File: src/rtl/sysx_pkg.sv
// -----------------------------------------------------------------------------
// sysx_pkg
// Definitions shared between the sysX master controller and the slave
// endpoint: frame state encoding, the reserved idle select code, the default
// idle word returned on TX underflow, the sticky error bit positions and a
// byte-lane extraction helper.
// -----------------------------------------------------------------------------
package sysx_pkg;

  // One state per bus period of a frame: Load, B0, B1, B2, B3, Store.
  typedef enum logic [2:0] {
    sIdle  = 3'd0,
    sByte0 = 3'd1,
    sByte1 = 3'd2,
    sByte2 = 3'd3,
    sByte3 = 3'd4,
    sStore = 3'd5
  } sysxState;

  localparam logic [1:0]  cSelectIdle      = 2'h0;
  localparam logic [31:0] cDefaultIdleWord = 32'h0BADC0DE;

  // Bit positions inside oErrors = {frame, underflow, overflow}.
  localparam int cErrOverflow  = 0;
  localparam int cErrUnderflow = 1;
  localparam int cErrFrame     = 2;

  // Byte lane idx of a 32-bit word, lane 0 being the least significant.
  function automatic logic [7:0] sysxByte(input logic [31:0] word, input logic [1:0] idx);
    logic [7:0] lane;
    case (idx)
      2'd0:    lane = word[7:0];
      2'd1:    lane = word[15:8];
      2'd2:    lane = word[23:16];
      2'd3:    lane = word[31:24];
      default: lane = 8'h00;
    endcase
    return lane;
  endfunction

endpackage

File: src/rtl/sysx_slave_endpoint_if.sv
// -----------------------------------------------------------------------------
// sysx_slave_endpoint_if
// sysX backplane pins between the master controller and one endpoint.
//   iBusClock     master -> slave  bus clock, idles high
//   iBusSelect    master -> slave  chip select code, 2'h0 = idle
//   iBusMOSI      master -> slave  byte lane
//   oBusMISO      slave -> master  byte lane
//   oBusInterrupt slave -> master  interrupt request
// Signal names are seen from the endpoint's side of the bus.
// -----------------------------------------------------------------------------
interface sysx_slave_endpoint_if;
  logic       iBusClock;
  logic [1:0] iBusSelect;
  logic [7:0] iBusMOSI;
  logic [7:0] oBusMISO;
  logic       oBusInterrupt;

  modport master (
    output iBusClock,
    output iBusSelect,
    output iBusMOSI,
    input  oBusMISO,
    input  oBusInterrupt
  );

  modport slave (
    input  iBusClock,
    input  iBusSelect,
    input  iBusMOSI,
    output oBusMISO,
    output oBusInterrupt
  );
endinterface

File: src/rtl/sysx_sync_fifo.sv
// -----------------------------------------------------------------------------
// sysx_sync_fifo
// Single-clock FIFO with registered empty/full flags. A pop and a push in
// the same cycle are both accepted even when full: the pop frees the slot
// first. Pushes to a full FIFO without a pop are ignored; the caller decides
// whether that is an error.
//   iClock    system clock
//   iReset    synchronous active-low reset
//   iPush     write request, iPushData written when accepted
//   iPop      read request, ignored while empty
//   oHead     oldest entry (undefined while empty)
//   oEmpty    no entries
//   oFull     pDepth entries
// pDepth must be a power of two so the pointers wrap naturally.
// -----------------------------------------------------------------------------
module sysx_sync_fifo #(
  parameter int pWidth = 32,
  parameter int pDepth = 8
) (
  input  logic              iClock,
  input  logic              iReset,
  input  logic              iPush,
  input  logic [pWidth-1:0] iPushData,
  input  logic              iPop,
  output logic [pWidth-1:0] oHead,
  output logic              oEmpty,
  output logic              oFull
);

  localparam int cPtrW = $clog2(pDepth);
  localparam int cCntW = cPtrW + 1;

  logic [pWidth-1:0] memR [pDepth];
  logic [cPtrW-1:0]  wrPtrR;
  logic [cPtrW-1:0]  rdPtrR;
  logic [cCntW-1:0]  countR;
  logic [cCntW-1:0]  countNext;
  logic              emptyR;
  logic              fullR;
  logic              doPop;
  logic              doPush;

  // Accept rules and next occupancy; a pop frees space for a same-cycle push.
  always_comb begin
    doPop  = iPop && !emptyR;
    doPush = iPush && (!fullR || doPop);
    if (doPush && !doPop) begin
      countNext = countR + cCntW'(1);
    end else if (doPop && !doPush) begin
      countNext = countR - cCntW'(1);
    end else begin
      countNext = countR;
    end
  end

  // Storage array; data contents need no reset.
  always_ff @(posedge iClock) begin
    if (doPush) begin
      memR[wrPtrR] <= iPushData;
    end
  end

  // Pointers, occupancy and registered flags.
  always_ff @(posedge iClock) begin
    if (!iReset) begin
      wrPtrR <= '0;
      rdPtrR <= '0;
      countR <= '0;
      emptyR <= 1'b1;
      fullR  <= 1'b0;
    end else begin
      if (doPush) begin
        wrPtrR <= wrPtrR + cPtrW'(1);
      end
      if (doPop) begin
        rdPtrR <= rdPtrR + cPtrW'(1);
      end
      countR <= countNext;
      emptyR <= (countNext == cCntW'(0));
      fullR  <= (countNext == cCntW'(pDepth));
    end
  end

  assign oHead  = memR[rdPtrR];
  assign oEmpty = emptyR;
  assign oFull  = fullR;

endmodule

File: src/rtl/sysx_slave_endpoint.sv
// -----------------------------------------------------------------------------
// sysx_slave_endpoint
// Peripheral-side endpoint of the sysX parallel bus. The bus pins are
// oversampled by iClock; each frame (Load, B0..B3, Store) returns one 32-bit
// TX word byte-serially on MISO and collects one 32-bit MOSI word into RX.
//   iClock, iReset   system clock, synchronous active-low reset
//   bus (slave)      sysX backplane pins
//   oRxData/oRxValid/iRxReady  RX FIFO head and pop handshake
//   iTxData/iTxValid/oTxReady  TX FIFO push handshake
//   iIntRequest      local interrupt source, ORed with RX-not-empty
//   iClearErrors     clears oErrors = {frame, underflow, overflow}
// -----------------------------------------------------------------------------
module sysx_slave_endpoint
  import sysx_pkg::*;
#(
  parameter logic [1:0]  pDeviceSelect = 2'h1,
  parameter int          pFifoDepth    = 8,
  parameter logic [31:0] pIdleWord     = cDefaultIdleWord
) (
  input  logic                        iClock,
  input  logic                        iReset,
  sysx_slave_endpoint_if.slave        bus,
  output logic [31:0]                 oRxData,
  output logic                        oRxValid,
  input  logic                        iRxReady,
  input  logic [31:0]                 iTxData,
  input  logic                        iTxValid,
  output logic                        oTxReady,
  input  logic                        iIntRequest,
  input  logic                        iClearErrors,
  output logic [2:0]                  oErrors
);

  // Synchronizer stages.
  logic       busClkS1R;
  logic       busClkS2R;
  logic       busClkS3R;
  logic [1:0] selS1R;
  logic [1:0] selS2R;
  logic [7:0] mosiS1R;
  logic [7:0] mosiS2R;

  logic       busFall;
  logic       selected;

  // Frame machine registers.
  sysxState   stateR;
  logic [31:0] txShiftR;
  logic        txRealR;
  logic [31:0] rxShiftR;
  logic [7:0]  misoR;
  logic [2:0]  errR;

  // FIFO side.
  logic [31:0] rxHead;
  logic        rxEmpty;
  logic        rxFull;
  logic        rxPush;
  logic        rxPop;
  logic [31:0] txHead;
  logic        txEmpty;
  logic        txFull;
  logic        txPush;
  logic        txPop;
  logic [31:0] txWord;

  // Per-cycle events.
  logic        frameEvt;
  logic        underflowEvt;
  logic        overflowEvt;
  logic [2:0]  errSet;

  // Two-flop synchronizers; the third clock stage feeds fall detection.
  always_ff @(posedge iClock) begin
    if (!iReset) begin
      busClkS1R <= 1'b1;
      busClkS2R <= 1'b1;
      busClkS3R <= 1'b1;
      selS1R    <= cSelectIdle;
      selS2R    <= cSelectIdle;
      mosiS1R   <= 8'h00;
      mosiS2R   <= 8'h00;
    end else begin
      busClkS1R <= bus.iBusClock;
      busClkS2R <= busClkS1R;
      busClkS3R <= busClkS2R;
      selS1R    <= bus.iBusSelect;
      selS2R    <= selS1R;
      mosiS1R   <= bus.iBusMOSI;
      mosiS2R   <= mosiS1R;
    end
  end

  assign busFall  = !busClkS2R && busClkS3R;
  assign selected = (selS2R == pDeviceSelect);

  // An empty TX FIFO is answered with the idle word.
  assign txWord = txEmpty ? pIdleWord : txHead;

  // Frame machine: advances one state per detected bus fall while selected.
  // Losing select aborts the frame and silences MISO.
  always_ff @(posedge iClock) begin
    if (!iReset) begin
      stateR   <= sIdle;
      txShiftR <= 32'h0000_0000;
      txRealR  <= 1'b0;
      rxShiftR <= 32'h0000_0000;
      misoR    <= 8'h00;
    end else if (!selected) begin
      stateR <= sIdle;
      misoR  <= 8'h00;
    end else if (busFall) begin
      case (stateR)
        sIdle: begin
          txShiftR <= txWord;
          txRealR  <= !txEmpty;
          misoR    <= sysxByte(txWord, 2'd0);
          stateR   <= sByte0;
        end
        sByte0: begin
          rxShiftR[7:0] <= mosiS2R;
          misoR         <= sysxByte(txShiftR, 2'd1);
          stateR        <= sByte1;
        end
        sByte1: begin
          rxShiftR[15:8] <= mosiS2R;
          misoR          <= sysxByte(txShiftR, 2'd2);
          stateR         <= sByte2;
        end
        sByte2: begin
          rxShiftR[23:16] <= mosiS2R;
          misoR           <= sysxByte(txShiftR, 2'd3);
          stateR          <= sByte3;
        end
        sByte3: begin
          rxShiftR[31:24] <= mosiS2R;
          stateR          <= sStore;
        end
        sStore: begin
          misoR  <= 8'h00;
          stateR <= sIdle;
        end
        default: begin
          misoR  <= 8'h00;
          stateR <= sIdle;
        end
      endcase
    end else begin
      stateR <= stateR;
    end
  end

  // FIFO strobes and error events decoded from the current state and bus fall.
  always_comb begin
    rxPush       = 1'b0;
    txPop        = 1'b0;
    underflowEvt = 1'b0;
    frameEvt     = 1'b0;
    if (selected && busFall) begin
      case (stateR)
        sIdle: begin
          underflowEvt = txEmpty;
        end
        sStore: begin
          rxPush = 1'b1;
          txPop  = txRealR;
        end
        default: begin
          rxPush = 1'b0;
        end
      endcase
    end else if (!selected && (stateR != sIdle)) begin
      frameEvt = 1'b1;
    end else begin
      frameEvt = 1'b0;
    end
  end

  assign rxPop  = iRxReady && !rxEmpty;
  assign txPush = iTxValid && !txFull;

  // A same-cycle local pop makes room, so only a push with no pop overflows.
  assign overflowEvt = rxPush && rxFull && !rxPop;

  // Collect this cycle's error events into flag positions.
  always_comb begin
    errSet                = 3'b000;
    errSet[cErrOverflow]  = overflowEvt;
    errSet[cErrUnderflow] = underflowEvt;
    errSet[cErrFrame]     = frameEvt;
  end

  // Sticky error flags; a new event wins over a simultaneous clear.
  always_ff @(posedge iClock) begin
    if (!iReset) begin
      errR <= 3'b000;
    end else begin
      errR <= (iClearErrors ? 3'b000 : errR) | errSet;
    end
  end

  sysx_sync_fifo #(
    .pWidth (32),
    .pDepth (pFifoDepth)
  ) uRxFifo (
    .iClock    (iClock),
    .iReset    (iReset),
    .iPush     (rxPush),
    .iPushData (rxShiftR),
    .iPop      (rxPop),
    .oHead     (rxHead),
    .oEmpty    (rxEmpty),
    .oFull     (rxFull)
  );

  sysx_sync_fifo #(
    .pWidth (32),
    .pDepth (pFifoDepth)
  ) uTxFifo (
    .iClock    (iClock),
    .iReset    (iReset),
    .iPush     (txPush),
    .iPushData (iTxData),
    .iPop      (txPop),
    .oHead     (txHead),
    .oEmpty    (txEmpty),
    .oFull     (txFull)
  );

  assign oRxData           = rxHead;
  assign oRxValid          = !rxEmpty;
  assign oTxReady          = !txFull;
  assign oErrors           = errR;
  assign bus.oBusMISO      = misoR;
  assign bus.oBusInterrupt = iIntRequest | !rxEmpty;

endmodule

File: src/flat_wrapper.sv
// flat-port wrapper written by rule: the top's interface ports become plain ports
module sysx_slave_endpoint_flat import sysx_pkg::*;
#(
  parameter logic [1:0]  pDeviceSelect = 2'h1,
  parameter int          pFifoDepth    = 8,
  parameter logic [31:0] pIdleWord     = cDefaultIdleWord
)
  (iClock, iReset, oRxData, oRxValid, iRxReady, iTxData, iTxValid, oTxReady, iIntRequest, iClearErrors, oErrors, bus_iBusClock, bus_iBusSelect, bus_iBusMOSI, bus_oBusMISO, bus_oBusInterrupt);
  sysx_slave_endpoint_if bus_i ();
  input  logic iClock;
  input  logic iReset;
  output logic [31:0] oRxData;
  output logic oRxValid;
  input  logic iRxReady;
  input  logic [31:0] iTxData;
  input  logic iTxValid;
  output logic oTxReady;
  input  logic iIntRequest;
  input  logic iClearErrors;
  output logic [2:0] oErrors;
  input wire logic [$bits(bus_i.iBusClock)-1:0] bus_iBusClock;
  input wire logic [$bits(bus_i.iBusSelect)-1:0] bus_iBusSelect;
  input wire logic [$bits(bus_i.iBusMOSI)-1:0] bus_iBusMOSI;
  output wire logic [$bits(bus_i.oBusMISO)-1:0] bus_oBusMISO;
  output wire logic [$bits(bus_i.oBusInterrupt)-1:0] bus_oBusInterrupt;
  assign bus_i.iBusClock = bus_iBusClock;
  assign bus_i.iBusSelect = bus_iBusSelect;
  assign bus_i.iBusMOSI = bus_iBusMOSI;
  assign bus_oBusMISO = bus_i.oBusMISO;
  assign bus_oBusInterrupt = bus_i.oBusInterrupt;
  sysx_slave_endpoint #(.pDeviceSelect(pDeviceSelect), .pFifoDepth(pFifoDepth), .pIdleWord(pIdleWord)) u_core (.iClock(iClock), .iReset(iReset), .bus(bus_i), .oRxData(oRxData), .oRxValid(oRxValid), .iRxReady(iRxReady), .iTxData(iTxData), .iTxValid(iTxValid), .oTxReady(oTxReady), .iIntRequest(iIntRequest), .iClearErrors(iClearErrors), .oErrors(oErrors));
endmodule
File: config.mk
export PLATFORM = sky130hd
export DESIGN_NAME = sysx_slave_endpoint_flat
export DESIGN_NICKNAME = d
export VERILOG_FILES = /design/src/rtl/sysx_pkg.sv /design/src/rtl/sysx_slave_endpoint_if.sv /design/src/rtl/sysx_sync_fifo.sv /design/src/rtl/sysx_slave_endpoint.sv /design/src/flat_wrapper.sv
export SDC_FILE = /design/constraint.sdc
export NUM_CORES = 1
export LEC_CHECK = 0
export ABC_AREA = 1
export CORE_AREA = 2 2 269 271
export CTS_CLUSTER_SIZE = 12
export DETAILED_ROUTE_END_ITERATION = 10
export DIE_AREA = 0 0 271 273
export GPL_ROUTABILITY_DRIVEN = 0
export HOLD_SLACK_MARGIN = 0.08
export PLACE_DENSITY_LB_ADDON = 0.3
export RECOVER_POWER = 25
export SLEW_MARGIN = 20
export SYNTH_ARGS = -nofsm -noshare
export SYNTH_HDL_FRONTEND = slang
export SYNTH_SLANG_ARGS = --single-unit
File: constraint.sdc
create_clock -name iClock -period 8 [get_ports iClock]
set_clock_uncertainty 0.05 [all_clocks]
set_input_delay 1.6 -clock iClock [delete_from_list [all_inputs] [get_ports iClock]]
set_output_delay 1.6 -clock iClock [all_outputs]
set_load 0.01 [all_outputs]
==> results.cfg <==
[die]
rows = 98
pin_count = 95
dieArea_um2 = 74000
start_util_pct = 34.7
fp.dieH_um = 273
core_area_um2 = 71000
die_x_um = 271

[cts]
ctsHoldBuffers = 0
clock_latency_ns = 0.61
clk_pin_slew_ns = 0.06
clock-root-buffer = clkbuf_16
post_cts_buffers = 0
numCtsBuffers = 70
cts_sinks = 636
cts_tree = yes
cts_buffer_depth = 3
ctsResizeCount = 0
h-tree-depth = 3

[timing]
tightest_slew_ns = 1.02
setup_viol = 0
report.final.slew_viol_count = 0
max_freq_ghz = 0.189
setup-tns-final_ns = 0
finalCriticalPeriod_ns = 5.29
post-route-period-util_pct = 66.1
rsz0062_at_grt = false
finalHoldViolCount = 0
slew_headroom_pct = 32.0

[cells_and_area]
finalNonFillerCells = 3196
fillCellCount = 6629
diodes = 0
final_nets = 2249
drive_gt1_share_pct = 8.46
area_growth_syn_to_layout_pct = 16.9

[setup_path]
critPathMaxStageDelay_ns = 0.70
cp-start-kind = flop
cp_top_family = buffers and inverters
critical_path_arrival_ns = 3.64
cp_slowest_cell = clkinv_2
path_class = reg2out
crit_buf_inv = 3
worstPathCellList = clkinv_2, buf_4, o21ai_0, o22ai_1, nor2_1, a31oi_1, clkdlybuf4s50_1
cp-end-kind = output pin
crit_required_ns = 6.35
cp_max_fo = 80

[worst_hold_path]
hold_path_class = reg2reg

[global_route]
overflow = 0
grt_max_degree = 112
antenna_found_initial = 5
grt_first_pass_wirelength_um = 91900
grt_usage_pct = 16.0
grt_pass1_vias = 15700

[power]
leakagePower_nw = 10.4
ir_drop_v = 0.000203
p_sw_mw = 1.75
combPwrFrac_pct = 10.1
power_frac_clock_pct = 41.2
power_density_nw_per_um2 = 259
p_sw_share_pct = 23.5
pwr-share-seq_pct = 48.7
p_int_mw = 5.71

[synth]
synth_cells = 2103
yosys_warnings = 0
syn_area_per_cell_um2 = 11.7
yosysSeqAreaShare_pct = 72.4
syn-cell-area_um2 = 24700
synthDistinctLibCells = 38
syn_nets = 2160
synth_seq_cells = 636

[place]
dpl.cell_count = 3070
dp_hpwl_um = 33100
io_buffers = 94

[detailed_routing]
ant_nets = 0
vias = 15900
first_pass_iters = 5
drc = 0
post_drt_wl_per_cell_um = 18.7
post_drt_via_cell_ratio = 4.99
routed_wl_um = 59700
first_iter_violations = 1177

[job]
max_cap_violations = 0

[status]
status = complete, no violations
[metrics by stage]
step	hold slack (ns)	cell area, um2	utilization [%]	power, mW	setup slack, ns
6_report	0.368	28800	40.6	7.46	2.71
2_1_floorplan	0.340	24700	-	4.17	3.16
4_1_cts	0.364	28800	40.6	7.54	2.72
3_3_place_gp	0.351	26600	37.5	4.45	3.40
3_5_place_dp	0.353	26600	37.5	4.46	3.35
5_1_grt	0.391	28800	40.6	7.76	2.45
[tightest hold or removal path, delay by kind of cell (launching register included)]
family / cells / cell delay, ns
buffers and inverters: 1 / 0.04
flip-flops: 1 / 0.30
AND/OR/NAND/NOR: 1 / 0.05
[path summary, 6_finish.rpt]
check | from | endpoint | slack [ns] | depth (start not counted)
worst max-delay path | flop | oRxData[11] | 2.71 | 7
worst min-delay path | u_core.mosiS1R[7] | u_core.mosiS2R[7] | 0.37 | 2
worst max register to register | u_core.busClkS2R | u_core.uRxFifo.memR[1][18] | 5.31 | 10
worst min register to register | u_core.mosiS1R[7] | u_core.mosiS2R[7] | 0.37 | 2
[placed cells by master, fill, tap and decap left out, types with 8 or more instances in the layout]
cell type	n
o21ai_0	248
a31oi_1	32
dfxtp_1	120
nand3_1	123
clkdlybuf4s50_1	87
inv_1	97
nor3_2	8
ha_1	8
o221ai_1	11
a21oi_1	68
clkbuf_1	22
inv_2	13
nand2_1	229
o22ai_1	41
clkinv_1	8
nor2_1	394
buf_4	29
edfxtp_1	512
nor2_4	10
clkbuf_16	74
o211ai_1	31
clkinv_2	10
[synth_stat cells, drive strengths merged]
| master | number | share of area (%) |
|---|---|---|
| a211oi | 1 | 0.030 |
| a21oi | 68 | 1.4 |
| a31oi | 32 | 0.81 |
| and3 | 1 | 0.025 |
| buf | 52 | 1.3 |
| clkbuf | 56 | 0.85 |
| clkinv | 2 | 0.030 |
| dfxtp | 124 | 10 |
| edfxtp | 512 | 62 |
| ha | 8 | 0.41 |
| inv | 111 | 1.7 |
| nand2 | 239 | 3.8 |
| nand3 | 125 | 2.6 |
| nand3b | 2 | 0.061 |
| nand4 | 4 | 0.13 |
| nor2 | 411 | 6.5 |
| nor3 | 9 | 0.18 |
| o211ai | 31 | 0.94 |
| o21ai | 256 | 5.2 |
| o221ai | 11 | 0.39 |
| o22ai | 41 | 1.0 |
| or2 | 3 | 0.076 |
| xor2 | 4 | 0.14 |
[power groups by stage]
stage          Combinational (mW)  Sequential [mW]  Clock, mW
2_1_floorplan               0.476             3.69          0
3_3_place_gp                0.749             3.70          0
3_5_place_dp                0.762             3.70          0
4_1_cts                     0.764             3.63       3.14
5_1_grt                     0.848             3.64       3.27
6_report                    0.754             3.63       3.07
[sequential cells by signal, summed over array words and instances, names as in the netlist, 2 cells and up, named ones only]
register / cells
u_core.rxShiftR: 32
u_core.uTxFifo.wrPtrR: 3
u_core.selS1R: 2
u_core.uRxFifo.rdPtrR: 3
u_core.selS2R: 2
u_core.uRxFifo.wrPtrR: 3
u_core.uTxFifo.rdPtrR: 3
u_core.uRxFifo.countR: 4
u_core.uRxFifo.memR: 256
u_core.uTxFifo.memR: 256
u_core.uTxFifo.countR: 4
u_core.stateR: 3
u_core.mosiS2R: 8
u_core.bus.oBusMISO: 8
u_core.mosiS1R: 8
u_core.txShiftR: 24
u_core.oErrors: 3
[cell families (layout without fill, tap and decap cells)]
logic type / Yosys count / after routing / synth area share [%]
AND/OR/NAND/NOR: 794 / 794 / 13.4
flip-flops: 636 / 636 / 72.4
AO/OA/AOI/OAI: 440 / 440 / 9.81
buffers and inverters: 221 / 364 / 3.84
adder cells (fa/ha/maj): 8 / 8 / 0.406
XOR/XNOR: 4 / 4 / 0.142
[area by class of cell]
class | count | area [um2] | share of cell area [%]
tap | 950 | 1190 | 4.12
sequential | 636 | 17900 | 62.0
clock inverter | 24 | 196 | 0.682
clock buffer | 102 | 2010 | 6.98
timing repair buffer | 125 | 1180 | 4.08
multi-input combinational | 1246 | 5950 | 20.7
inverter | 113 | 428 | 1.48
[routing by layer]
layer | global-route usage (%) | vias to the layer above | wire [um]
met5 | 0 | - | 46
met4 | 4.83 | 6 | 1400
met3 | 2.79 | 116 | 3000
met2 | 27.2 | 411 | 28900
met1 | 20.9 | 7807 | 26300
li1 | - | 7599 | -
Note: power is estimated with default switching activity, not from simulation.
